**src/rtl/gat_layer_sequencer.sv**
```systemverilog
// Sequences multi-layer GAT inference on gat_top, then drains the new-feature
// BRAM onto a valid/ready stream through a small credit-limited read FIFO.
module gat_layer_sequencer #(
  parameter int NUM_LAYERS         = 2,
  parameter int FEAT_WORDS         = 43328,
  parameter int NEW_FEATURE_WIDTH  = 32,
  parameter int NEW_FEATURE_ADDR_W = 16,
  parameter int READ_LATENCY       = 2,
  parameter int FIFO_DEPTH         = 4,
  parameter int TIMEOUT_CYCLES     = 1 << 24
) (
  input  logic                          clk,
  input  logic                          rst,
  input  logic                          start,
  input  logic                          h_data_bram_load_done,
  input  logic                          h_node_info_bram_load_done,
  input  logic                          wgt_bram_load_done,
  output logic                          core_load_done,
  output logic                          gat_layer,
  input  logic                          gat_ready,
  output logic [NEW_FEATURE_ADDR_W+1:0] feat_bram_addrb,
  input  logic [NEW_FEATURE_WIDTH-1:0]  feat_bram_dout,
  output logic [NEW_FEATURE_WIDTH-1:0]  m_data,
  output logic                          m_valid,
  input  logic                          m_ready,
  output logic                          m_last,
  output logic                          busy,
  output logic                          done,
  output logic                          err_timeout,
  output logic [7:0]                    layer_idx
);
  localparam int AW = NEW_FEATURE_ADDR_W;
  localparam int DW = NEW_FEATURE_WIDTH;
  localparam int RL = READ_LATENCY;
  localparam int TW = $clog2(TIMEOUT_CYCLES + 1);
  localparam int PW = (FIFO_DEPTH > 1) ? $clog2(FIFO_DEPTH) : 1;
  localparam int CW = $clog2(FIFO_DEPTH + RL + 1);

  typedef enum logic [2:0] {
    S_IDLE, S_WAIT_LOAD, S_WAIT_BUSY, S_WAIT_READY, S_NEXT, S_DRAIN, S_DONE, S_ERR
  } state_t;

  state_t        r_state;
  logic [TW-1:0] r_timer;
  logic [7:0]    r_layer_idx;
  logic          r_busy, r_done, r_err, r_core_ld, r_gat_layer;
  logic          r_wgt_d, r_wgt_seen;

  logic [AW-1:0] r_word_idx;
  logic          r_issued_all;
  logic [RL-1:0] r_rd_vld, r_rd_last;
  logic [DW:0]   r_fifo [FIFO_DEPTH];
  logic [PW-1:0] r_wr_ptr, r_rd_ptr;
  logic [CW-1:0] r_count;

  logic          w_wgt_rise, w_load_ok, w_tmo;
  logic [CW-1:0] w_in_flight;
  logic          w_issue, w_push, w_pop, w_last_word;
  logic [DW:0]   w_head;

  assign w_wgt_rise = wgt_bram_load_done & ~r_wgt_d;
  // Later layers need a fresh weight load, seen as a new rising edge of the flag.
  assign w_load_ok  = h_data_bram_load_done & h_node_info_bram_load_done & wgt_bram_load_done &
                      ((r_layer_idx == 8'd0) | r_wgt_seen | w_wgt_rise);
  assign w_tmo      = (r_timer == TW'(TIMEOUT_CYCLES - 1));

  always_comb begin
    w_in_flight = '0;
    for (int i = 0; i < RL; i++) w_in_flight = w_in_flight + CW'(r_rd_vld[i]);
  end

  // Reads in the BRAM delay line count against FIFO space so nothing can overflow.
  assign w_issue     = (r_state == S_DRAIN) && !r_issued_all &&
                       ((w_in_flight + r_count) < CW'(FIFO_DEPTH));
  assign w_push      = r_rd_vld[RL-1];
  assign w_pop       = (r_count != '0) && m_ready;
  assign w_last_word = (r_word_idx == AW'(FEAT_WORDS - 1));
  assign w_head      = r_fifo[r_rd_ptr];

  assign m_valid         = (r_count != '0);
  assign m_data          = m_valid ? w_head[DW-1:0] : '0;
  assign m_last          = m_valid & w_head[DW];
  assign feat_bram_addrb = {r_word_idx, 2'b00};
  assign core_load_done  = r_core_ld;
  assign gat_layer       = r_gat_layer;
  assign busy            = r_busy;
  assign done            = r_done;
  assign err_timeout     = r_err;
  assign layer_idx       = r_layer_idx;

  always_ff @(posedge clk) begin
    if (rst) begin
      r_state     <= S_IDLE;
      r_timer     <= '0;
      r_layer_idx <= '0;
      r_busy      <= 1'b0;
      r_done      <= 1'b0;
      r_err       <= 1'b0;
      r_core_ld   <= 1'b0;
      r_gat_layer <= 1'b0;
      r_wgt_d     <= 1'b0;
      r_wgt_seen  <= 1'b0;
    end else begin
      r_done     <= 1'b0;
      r_wgt_d    <= wgt_bram_load_done;
      r_wgt_seen <= (r_state == S_NEXT) ? w_wgt_rise : (r_wgt_seen | w_wgt_rise);
      case (r_state)
        S_IDLE, S_ERR: begin
          if (start) begin
            r_state     <= S_WAIT_LOAD;
            r_layer_idx <= '0;
            r_gat_layer <= 1'b0;
            r_busy      <= 1'b1;
            r_err       <= 1'b0;
          end
        end
        S_WAIT_LOAD: begin
          if (w_load_ok) begin
            r_core_ld <= 1'b1;
            r_timer   <= '0;
            r_state   <= S_WAIT_BUSY;
          end
        end
        S_WAIT_BUSY, S_WAIT_READY: begin
          if ((r_state == S_WAIT_BUSY) && !gat_ready) begin
            r_timer <= '0;
            r_state <= S_WAIT_READY;
          end else if ((r_state == S_WAIT_READY) && gat_ready) begin
            r_layer_idx <= r_layer_idx + 8'd1;
            r_core_ld   <= 1'b0;
            r_state     <= (r_layer_idx < 8'(NUM_LAYERS - 1)) ? S_NEXT : S_DRAIN;
          end else if (w_tmo) begin
            r_err     <= 1'b1;
            r_core_ld <= 1'b0;
            r_busy    <= 1'b0;
            r_state   <= S_ERR;
          end else begin
            r_timer <= r_timer + 1'b1;
          end
        end
        S_NEXT: begin
          r_gat_layer <= r_layer_idx[0];
          r_state     <= S_WAIT_LOAD;
        end
        S_DRAIN: begin
          if (w_pop && w_head[DW]) begin
            r_done  <= 1'b1;
            r_busy  <= 1'b0;
            r_state <= S_DONE;
          end
        end
        S_DONE:  r_state <= S_IDLE;
        default: r_state <= S_IDLE;
      endcase
    end
  end

  always_ff @(posedge clk) begin
    if (rst) begin
      r_word_idx   <= '0;
      r_issued_all <= 1'b0;
      r_rd_vld     <= '0;
      r_rd_last    <= '0;
      r_wr_ptr     <= '0;
      r_rd_ptr     <= '0;
      r_count      <= '0;
      for (int i = 0; i < FIFO_DEPTH; i++) r_fifo[i] <= '0;
    end else begin
      r_rd_vld[0]  <= w_issue;
      r_rd_last[0] <= w_issue & w_last_word;
      for (int i = 1; i < RL; i++) begin
        r_rd_vld[i]  <= r_rd_vld[i-1];
        r_rd_last[i] <= r_rd_last[i-1];
      end
      if (r_state != S_DRAIN) begin
        r_word_idx   <= '0;
        r_issued_all <= 1'b0;
      end else if (w_issue) begin
        if (w_last_word) r_issued_all <= 1'b1;
        else             r_word_idx   <= r_word_idx + 1'b1;
      end
      if (w_push) begin
        r_fifo[r_wr_ptr] <= {r_rd_last[RL-1], feat_bram_dout};
        r_wr_ptr <= (r_wr_ptr == PW'(FIFO_DEPTH - 1)) ? '0 : r_wr_ptr + 1'b1;
      end
      if (w_pop)
        r_rd_ptr <= (r_rd_ptr == PW'(FIFO_DEPTH - 1)) ? '0 : r_rd_ptr + 1'b1;
      if (w_push && !w_pop)      r_count <= r_count + 1'b1;
      else if (!w_push && w_pop) r_count <= r_count - 1'b1;
    end
  end
endmodule

```
**config.mk**
```make
export PLATFORM = sky130hd
export DESIGN_NAME = gat_layer_sequencer
export DESIGN_NICKNAME = d
export VERILOG_FILES = /design/src/rtl/gat_layer_sequencer.sv
export SDC_FILE = /design/constraint.sdc
export NUM_CORES = 1
export LEC_CHECK = 0
export CORE_MARGIN = 4
export CORE_UTILIZATION = 61
export CTS_CLUSTER_SIZE = 8
export DETAILED_ROUTE_END_ITERATION = 6
export PLACE_DENSITY = 0.95
export SLEW_MARGIN = 10
export SYNTH_ARGS = -nofsm -noshare
export SYNTH_HDL_FRONTEND = slang
export SYNTH_SLANG_ARGS = --single-unit
```
**constraint.sdc**
```tcl
create_clock -name clk -period 6.8 [get_ports clk]
set_clock_uncertainty 0.05 [all_clocks]
set_input_delay 0.68 -clock clk [delete_from_list [all_inputs] [get_ports clk]]
set_output_delay 0.68 -clock clk [all_outputs]
set_load 0.05 [all_outputs]
```
==> flow_metrics.env, run 1 <==
export IMPL_path_class="flop to output pin"
export IMPL_fin_setup_tns_ps=0
export IMPL_rsz0062_at_grt="no"
export IMPL_place_area_um2=10900
export IMPL_hp_start="r_timer[14]"
export IMPL_layout_nets=968
export IMPL_drt_wirelength_per_cell_um=21.7
export IMPL_fmax_ghz=0.265
export IMPL_dr_pass1_iters=7
export IMPL_grt_start_max_net_pins=43
export IMPL_crit_chain="or3_1, and2_1, clkdlybuf4s50_1"
export IMPL_r2r_end="r_timer[2]"
export IMPL_worst_pin_slew_ps=1200
export IMPL_violations="design-rule violations"
export IMPL_synth_seq_area_share=0.555
export IMPL_grtUsageTotal=0.272
export IMPL_yosysTopAreaCellShare=0.405
export IMPL_die_h_um=135
export IMPL_remaining_drc_errors=1
export IMPL_synth_edf_count=132
export IMPL_place_inst=1104
export IMPL_grt_pass1_vias=7458
export IMPL_crit_buf_inv=1
export IMPL_relSlewSlack=0.200
export IMPL_syn_area_per_cell_um2=11.8
export IMPL_fp_dieW_um=135
export IMPL_rows=46
export IMPL_hold_path_class="flop to flop"
export IMPL_power_leakage_nw=4.18
export IMPL_routed_wl_um=25000
export IMPL_ys_top_cells_by_area="edfxtp_1, dfxtp_1, and2_1"
export IMPL_initial_core_util=0.620
export IMPL_worst_path_dominant_cell_family="simple AND/OR/NAND/NOR gates"
export IMPL_synth_top_cells_by_count="and2_1, edfxtp_1, dfxtp_1"
export IMPL_grt_ovfl_total=0
export IMPL_fin_util=0.746
export IMPL_ff2ff_path_depth=5
export IMPL_yosys_warnings=0
export IMPL_min_period_over_period=0.555
export IMPL_vias=7408
export IMPL_grt_pass1_wl_um=39700
export IMPL_post_route_min_period_ps=3770
export IMPL_numCtsBuffers=29
export IMPL_hpwl_um=14400
export IMPL_worst_slack_ps=3030
export IMPL_io_buffers=102
export IMPL_drtAntennaViolNets=0
export IMPL_setup_violations_final=0
export IMPL_fin_area_um2=11800
export IMPL_cts_setup_buffers=0
export IMPL_cpMaxStageDelayCell="or3_1"
export IMPL_num_io_pins=105
export IMPL_hold_depth=1
export IMPL_layout_cells_non_filler=1155
export IMPL_start_kind="flop"
export IMPL_slowest_delay_ps=950
export IMPL_vias_per_cell=6.41
export IMPL_vdd_drop_max_v=0.000215
export IMPL_core_um2=15800
export IMPL_post_place_ws_ps=2930
export IMPL_clk_latency_ps=530
export IMPL_cp_end_kind="output pin"
export IMPL_r2r_slack_ps=3710
export IMPL_status="finished with violations"
export IMPL_cts_hold_fix_buffers=0
export IMPL_async_reset_ff_frac=0
export IMPL_synth_area_um2=9780
export IMPL_root_buffer="clkbuf_16"
export IMPL_area_growth_pct=20.3
export IMPL_drv_cap=0
export IMPL_cp_data_required_time_ps=6070
export IMPL_clock_tree_buffer_depth=3
export IMPL_post_cts_resized=0
export IMPL_synthCells=830
export IMPL_finalHoldViolCount=0
export IMPL_reg2reg_from="r_state[1]"
export IMPL_cts_tree="done"
export IMPL_critPathMaxFanout=37
export IMPL_clk_pin_slew_ps=50
export IMPL_diodes=0
export IMPL_clock_sinks=205
export IMPL_dr_first_iter_drc_count=764
export IMPL_place_gp_congestion=0.875
export IMPL_drive_gt1_frac=0.0958
export IMPL_h_tree_depth=1
export IMPL_p_per_area_nw_per_um2=320
export IMPL_antenna_found_initial=0
export IMPL_slew_viol_final=0
export IMPL_ys_ff_latch=205
export IMPL_yosysTopAreaCell="edfxtp_1"
export IMPL_min_to="r_timer[14]"
export IMPL_ys_types=69
export IMPL_ys_flop_type="edfxtp_1"
export IMPL_die_area_um2=18100
export IMPL_synth_most_common_cell="and2_1"
export IMPL_arrival_ps=3040
## final cells by class
cell class	instances	area, µm²
Tap cell	216	270
Multi-Input combinational cell	559	4110
Inverter	14	52.6
Timing Repair Buffer	110	1080
Clock inverter	2	25.0
Sequential cell	205	5430
Clock buffer	49	801
Fill cell	962	4010
## per-layer routing
metal | wire, µm | vias to the layer above | track usage
li1 | - | 3283 | -
met1 | 9520 | 3627 | 0.353
met2 | 12900 | 436 | 0.471
met3 | 2000 | 62 | 0.0443
met4 | 632 | 0 | 0.0911
met5 | 0 | - | 0
## registers in the layout, indices dropped and copies added, names as in the netlist, named ones only
| register | flops |
|---|---|
| r_fifo | 132 |
| r_rd_last | 2 |
| r_count | 3 |
| busy | 1 |
| r_rd_vld | 2 |
| r_timer | 25 |
| r_word_idx | 16 |
| r_issued_all | 1 |
| layer_idx | 8 |
| core_load_done | 1 |
| err_timeout | 1 |
| r_wr_ptr | 2 |
| done | 1 |
| gat_layer | 1 |
| r_wgt_d | 1 |
| r_state | 3 |
| r_rd_ptr | 2 |
| r_wgt_seen | 1 |
## per-stage QoR
step,hold slack [ps],total power [mW]
after global routing,436,3.87
after floorplan,364,2.13
after CTS,415,3.76
after global placement,394,2.41
final,422,3.76
after detailed placement,402,2.43
## worst max-delay path by stage
stage,from,end,slack [ps],depth (start not counted)
after floorplan,r_count[0],m_data[22],4230,4
after global placement,rst,r_fifo[1][16],3050,7
after detailed placement,rst,r_fifo[1][17],2930,7
after CTS,flop,m_data[30],3020,4
after global routing,flop,m_last,2930,4
final,r_count[0],m_data[30],3030,3
## placed cells by master (no fill, tap or decap), types with 12 or more instances in the layout
cell,n
and3_1,12
or3_1,12
clkdlybuf4s50_1,102
inv_1,14
o21ai_0,12
and2_1,172
dfxtp_1,72
nand4_1,12
nand2_1,42
nor3_1,12
a31oi_1,13
a21oi_1,25
mux4_2,33
nand3_1,29
edfxtp_1,132
o31ai_1,13
clkbuf_16,29
nor2_1,39
clkbuf_1,20
## power by group
| part | total (mW) | switching [mW] | internal [mW] |
|---|---|---|---|
| Sequential | 1.41 | 0.0405 | 1.37 |
| Combinational | 1.03 | 0.659 | 0.370 |
| Clock | 1.32 | 0.527 | 0.794 |
| Total | 3.76 | 1.23 | 2.53 |
## cells by family (layout without fill, tap and decap cells)
group / count (synthesis) / in the layout / share of synthesized area
compound gates: 120 / 120 / 0.0888
xor+xnor: 11 / 11 / 0.00985
fa+ha+maj: 10 / 10 / 0.0133
buf+inv: 67 / 175 / 0.0280
flops: 205 / 205 / 0.555
mux: 41 / 41 / 0.0842
other cells: 1 / 2 / 0.000383
simple gates: 375 / 375 / 0.221
Note: power is estimated with default switching activity, not from simulation.
==> run 2: changes to the inputs <==
--- a/config.mk
+++ b/config.mk
@@ -6,10 +6,10 @@
 export NUM_CORES = 1
 export LEC_CHECK = 0
 export CORE_MARGIN = 4
-export CORE_UTILIZATION = 61
+export CORE_UTILIZATION = 57
 export CTS_CLUSTER_SIZE = 8
 export DETAILED_ROUTE_END_ITERATION = 6
-export PLACE_DENSITY = 0.95
+export PLACE_DENSITY = 0.92
 export SLEW_MARGIN = 10
 export SYNTH_ARGS = -nofsm -noshare
 export SYNTH_HDL_FRONTEND = slang
==> constraint.sdc (replaced) <==
create_clock -name clk -period 3.5 [get_ports clk]
set_clock_uncertainty 0.05 [all_clocks]
set_input_delay 0.35 -clock clk [delete_from_list [all_inputs] [get_ports clk]]
set_output_delay 0.35 -clock clk [all_outputs]
set_load 0.05 [all_outputs]
==> run 2 against run 1 <==
Net effect: the run now ends clean; first-iteration DRC count fell by 14%; sequential power rose by 94%; clock-buffer cell count rose by 1; non-clock buffer count rose by 11; critical endpoint is now m_data[18]; global-route usage fell by 2.2 points; highest routed layer unchanged; via count fell by 1.9%; worst hold slack got worse by 8.9 ps.
==> flow_metrics.env, run 2 (synthesis results as in run 1) <==
export IMPL_status="complete, no violations"
export IMPL_diodes=0
export IMPL_fillers=1088
export IMPL_grt_pass1_vias=7418
export IMPL_combPwrFrac=0.276
export IMPL_finalHoldViolCount=0
export IMPL_start_kind="flop"
export IMPL_grt_ovfl_total=0
export IMPL_slew_viol_final=0
export IMPL_power_leakage_nw=4.24
export IMPL_critPathMaxFanout=16
export IMPL_most_common_layout_cells="and2_1, edfxtp_1, clkdlybuf4s50_1, dfxtp_1, nand2_1"
export IMPL_grtUsageTotal=0.250
export IMPL_cp_data_required_time_ps=3100
export IMPL_r2r_slack_ps=790
export IMPL_clock_sinks=205
export IMPL_numCtsBuffers=29
export IMPL_cts_setup_buffers=0
export IMPL_largest_register_ffs=132
export IMPL_reg2reg_from="r_state[2]"
export IMPL_drv_cap=0
export IMPL_min_period_over_period=0.872
export IMPL_num_io_pins=105
export IMPL_clk_latency_ps=530
export IMPL_multiInputGateArea_um2=4100
export IMPL_remaining_drc_errors=0
export IMPL_reg_top3="r_fifo: 132 flops, r_timer: 25 flops, r_word_idx: 16 flops"
export IMPL_min_to="r_rd_last[1]"
export IMPL_crit_chain="buf_4, mux4_2, and2_1, clkdlybuf4s50_1"
export IMPL_rsz0062_at_grt="no"
export IMPL_initial_core_util=0.586
export IMPL_dr_first_iter_drc_count=657
export IMPL_antenna_found_initial=0
export IMPL_clk_pin_slew_ps=50
export IMPL_hp_start="r_rd_last[0]"
export IMPL_clockPowerShare=0.350
export IMPL_io_buffers=102
export IMPL_core_um2=16700
export IMPL_vdd_drop_max_v=0.000529
export IMPL_fin_setup_tns_ps=0
export IMPL_post_place_ws_ps=757
export IMPL_setup_violations_final=0
export IMPL_relSlewSlack=0.277
export IMPL_rows=47
export IMPL_slowest_delay_ps=720
export IMPL_area_growth_pct=21.3
export IMPL_root_buffer="clkbuf_16"
export IMPL_worst_pin_slew_ps=1080
export IMPL_register_area_um2=5430
export IMPL_grt_start_max_net_pins=42
export IMPL_worst_slack_ps=449
export IMPL_dr_pass1_iters=6
export IMPL_swShare=0.322
export IMPL_post_cts_resized=0
export IMPL_hpwl_um=14700
export IMPL_vias_per_cell=6.20
export IMPL_arrival_ps=2650
export IMPL_p_per_area_nw_per_um2=616
export IMPL_die_area_um2=19300
export IMPL_cts_hold_fix_buffers=0
export IMPL_drtAntennaViolNets=0
export IMPL_die_h_um=139
export IMPL_cts_tree="done"
export IMPL_r2r_end="r_word_idx[5]"
export IMPL_top_register="r_fifo"
export IMPL_place_gp_congestion=0.904
export IMPL_path_class="flop to output pin"
export IMPL_intPower_mw=4.95
export IMPL_vias=7266
export IMPL_fmax_ghz=0.328
export IMPL_routed_wl_um=24300
export IMPL_clock_tree_buffer_depth=3
export IMPL_final_common_cell="and2_1"
export IMPL_hold_path_class="flop to flop"
export IMPL_cpMaxStageDelayCell="clkdlybuf4s50_1"
export IMPL_p_sw_mw=2.35
export IMPL_post_route_min_period_ps=3050
export IMPL_drive_gt1_frac=0.106
export IMPL_drt_wirelength_per_cell_um=20.8
export IMPL_power_frac_seq=0.374
export IMPL_grt_pass1_wl_um=39500
export IMPL_ff2ff_path_depth=5
export IMPL_cp_end_kind="output pin"
export IMPL_hold_depth=1
export IMPL_fp_dieW_um=139
export IMPL_h_tree_depth=1
export IMPL_layout_nets=979
## run 2: cell types whose count changed in the layout (fill, tap and decap cells not counted), sizes merged
cell and delta:
clkbuf +1, buf +11
## run 2: per-layer routing
layer | wire (µm) | track usage | vias to the layer above
met5 | 0 | 0 | -
met4 | 680 | 0.0798 | 0
met3 | 1870 | 0.0372 | 60
met2 | 12700 | 0.448 | 393
met1 | 9060 | 0.313 | 3520
li1 | - | - | 3293
## run 2: how the worst max path moves through the flow
stage	endpoint	start	slack, ps
after global placement	r_timer[12]	gat_ready	820
after global routing	m_data[7]	flop	360
final	m_data[18]	flop	450
after detailed placement	r_timer[12]	gat_ready	760
after floorplan	r_word_idx[10]	r_word_idx[0]	1120
after CTS	m_data[19]	flop	420
## run 2: worst max-delay path, delay by kind of cell, from the launching register on
family	cells	cell delay (ps)
multiplexers	1	570
buffers and inverters	2	1030
AND/OR/NAND/NOR	1	190
flip-flops	1	320
## run 2: metrics by stage
step	power [mW]	area, µm²	hold WS [ps]	cells	utilization
finish	7.30	11900	413	1171	0.710
global route	7.55	11900	411	1171	0.710
CTS	7.33	11900	409	1171	0.710
detailed placement	4.76	11000	400	1119	0.661
global placement	4.72	11000	385	1119	0.661
floorplan	4.13	9780	364	831	-
## run 2: area by class of cell
type | count | area share
sequential | 205 | 0.457
multi-input combinational | 559 | 0.346
timing repair buffer | 121 | 0.0992
clock buffer | 50 | 0.0678
tap | 220 | 0.0232
inverter | 14 | 0.00443
clock inverter | 2 | 0.00211
## run 2: power groups by stage
stage | Sequential, mW | Clock, mW | Combinational [mW]
after detailed placement | 2.77 | 0 | 1.99
after CTS | 2.73 | 2.57 | 2.02
after global routing | 2.74 | 2.70 | 2.11
after global placement | 2.76 | 0 | 1.96
after floorplan | 2.75 | 0 | 1.38
final | 2.73 | 2.56 | 2.02
==> run 3: changes to the inputs <==
--- a/config.mk
+++ b/config.mk
@@ -5,11 +5,12 @@
 export SDC_FILE = /design/constraint.sdc
 export NUM_CORES = 1
 export LEC_CHECK = 0
+export ABC_AREA = 1
 export CORE_MARGIN = 4
-export CORE_UTILIZATION = 57
+export CORE_UTILIZATION = 25
 export CTS_CLUSTER_SIZE = 8
 export DETAILED_ROUTE_END_ITERATION = 6
-export PLACE_DENSITY = 0.92
+export PLACE_DENSITY = 0.54
 export SLEW_MARGIN = 10
 export SYNTH_ARGS = -nofsm -noshare
 export SYNTH_HDL_FRONTEND = slang
==> run 3 against run 2 <==
Net effect: utilization down 39 points; register-to-register slack better by 520 ps; wire length up 11%; global-route usage down 13 points; critical path depth up 2; critical path type unchanged.
==> flow_metrics.env, run 3 <==
export IMPL_drt_wirelength_per_cell_um=14.3
export IMPL_die_h_um=209
export IMPL_slew_viol_final=0
export IMPL_h_tree_depth=1
export IMPL_finalHoldViolCount=0
export IMPL_post_place_ws_ps=821
export IMPL_rows=73
export IMPL_use_met1=0.159
export IMPL_vdd_drop_max_v=0.000324
export IMPL_relSlewSlack=0.401
export IMPL_p_sw_mw=3.72
export IMPL_slowest_delay_ps=670
export IMPL_fin_setup_tns_ps=0
export IMPL_fp_dieW_um=209
export IMPL_combPwrFrac=0.427
export IMPL_synth_seq_area_share=0.540
export IMPL_yosys_warnings=0
export IMPL_path_class="flop to output pin"
export IMPL_vias_per_cell=4.42
export IMPL_post_cts_resized=0
export IMPL_cts_hold_fix_buffers=0
export IMPL_grt_start_max_net_pins=67
export IMPL_power_frac_seq=0.302
export IMPL_grt_util_met2=0.211
export IMPL_clock_tree_buffer_depth=3
export IMPL_dr_first_iter_drc_count=469
export IMPL_drive_gt1_frac=0.0886
export IMPL_top_register="r_fifo"
export IMPL_fmax_ghz=0.353
export IMPL_clk_pin_slew_ps=50
export IMPL_num_io_pins=105
export IMPL_yosysTopAreaCell="edfxtp_1"
export IMPL_worst_path_dominant_cell_family="buffers and inverters"
export IMPL_layout_cells_non_filler=1890
export IMPL_cts_setup_buffers=0
export IMPL_grtUsageTotal=0.121
export IMPL_worst_slack_ps=670
export IMPL_grt_pass1_vias=8155
export IMPL_intPower_mw=5.71
export IMPL_syn_area_per_cell_um2=8.06
export IMPL_async_reset_ff_frac=0
export IMPL_arrival_ps=2430
export IMPL_ys_flop_type="edfxtp_1"
export IMPL_cp_end_kind="output pin"
export IMPL_place_area_um2=12000
export IMPL_finalHoldWorstSlack_ps=338
export IMPL_die_area_um2=43500
export IMPL_cp_data_required_time_ps=3100
export IMPL_r2r_slack_ps=1310
export IMPL_synthCells=1247
export IMPL_cts_tree="done"
export IMPL_vias=8345
export IMPL_setup_violations_final=0
export IMPL_grt_ovfl_total=0
export IMPL_place_gp_congestion=0.827
export IMPL_hold_path_class="input port to flop"
export IMPL_reg_top3="r_fifo: 132 flops, r_timer: 25 flops, r_word_idx: 16 flops"
export IMPL_synth_area_um2=10100
export IMPL_met3_usage=0.0217
export IMPL_place_inst=1839
export IMPL_synth_edf_count=132
export IMPL_root_buffer="clkbuf_16"
export IMPL_synth_most_common_cell="nor2_1"
export IMPL_area_growth_pct=27.1
export IMPL_synth_top_cells_by_count="nor2_1, nand2_1, edfxtp_1"
export IMPL_status="complete, no violations"
export IMPL_initial_core_util=0.253
export IMPL_diodes=0
export IMPL_ys_top_cells_by_area="edfxtp_1, dfxtp_1, nor2_1"
export IMPL_numCtsBuffers=29
export IMPL_drtAntennaViolNets=0
export IMPL_io_buffers=102
export IMPL_swShare=0.395
export IMPL_core_um2=39700
export IMPL_fin_util=0.322
export IMPL_clockPowerShare=0.271
export IMPL_total_power_mw=9.44
export IMPL_clock_sinks=205
export IMPL_busiest_layer="met2"
export IMPL_fin_area_um2=12800
export IMPL_cpMaxStageDelayCell="inv_1"
export IMPL_clk_latency_ps=540
export IMPL_worst_pin_slew_ps=898
export IMPL_dr_pass1_iters=4
export IMPL_min_period_over_period=0.809
export IMPL_hpwl_um=17900
export IMPL_p_per_area_nw_per_um2=739
export IMPL_ys_types=44
export IMPL_remaining_drc_errors=0
export IMPL_grt_pass1_wl_um=43500
export IMPL_crit_buf_inv=3
export IMPL_layout_nets=1394
export IMPL_start_kind="flop"
export IMPL_critPathMaxFanout=22
export IMPL_power_leakage_nw=4.84
export IMPL_largest_register_ffs=132
export IMPL_final_common_cell="nor2_1"
export IMPL_post_route_min_period_ps=2830
export IMPL_rsz0062_at_grt="no"
export IMPL_most_common_layout_cells="nor2_1, nand2_1, edfxtp_1, inv_1, a21oi_1"
export IMPL_fillers=4161
export IMPL_crit_chain="nor2_1, nand2_1, inv_1, buf_4, a21oi_1, buf_12"
export IMPL_drv_cap=0
export IMPL_antenna_found_initial=0
export IMPL_ys_ff_latch=205
export IMPL_yosysTopAreaCellShare=0.394
export IMPL_routed_wl_um=27000
[run 3: cell types whose count changed after synthesis, sizes merged, moves of 9 or more]
cell | before | now
a21oi | 26 | 85
o21ai | 13 | 88
inv | 14 | 116
mux4 | 33 | 0
nand3 | 29 | 58
clkbuf | 38 | 29
buf | 15 | 25
o31ai | 13 | 1
or3 | 12 | 0
nor2 | 39 | 388
and3 | 12 | 0
nand2 | 42 | 196
a31oi | 13 | 2
and2 | 172 | 0
[run 3: area by class of cell]
type,instances,area (µm²),area share
clock inverter,1,8.76,0.000686
tap,525,657,0.0514
timing repair buffer,120,1500,0.117
sequential,205,5430,0.425
inverter,119,448,0.0351
clock buffer,50,805,0.0630
multi-input combinational,870,3930,0.308
[run 3: cells by family (layout without fill, tap and decap cells)]
| group | after synthesis | in the layout | synth area share |
|---|---|---|---|
| simple gates | 668 | 668 | 0.275 |
| flops | 205 | 205 | 0.540 |
| compound gates | 181 | 181 | 0.0928 |
| buf+inv | 173 | 290 | 0.0712 |
| xor+xnor | 10 | 10 | 0.00871 |
| fa+ha+maj | 9 | 9 | 0.0119 |
| other cells | 1 | 2 | 0.000373 |
[run 3: tightest hold or removal path, stage by stage]
cell and delay (ps):
clkdlybuf4s50_1 390, inv_1 90, nor2_1 40
[run 3: power groups by stage]
stage / clock [mW] / combinational, mW / sequential (mW)
floorplan: 0 / 2.43 / 2.92
global placement: 0 / 4.06 / 2.89
detailed placement: 0 / 4.10 / 2.90
CTS: 2.62 / 4.10 / 2.85
global route: 2.72 / 4.37 / 2.87
finish: 2.55 / 4.03 / 2.85
[run 3: path summary, 6_finish.rpt]
kind	start	to	depth (start not counted)
min reg2reg	r_rd_last[0]	r_rd_last[1]	2
max	r_count[0]	m_data[2]	6
max reg2reg	layer_idx[0]	r_timer[12]	11
min	wgt_bram_load_done	r_wgt_d	3
[run 3: per-layer routing]
layer	up-vias	routed length (µm)
met1	3919	12200
li1	4228	-
met4	0	478
met5	-	0
met2	166	13000
met3	32	1350
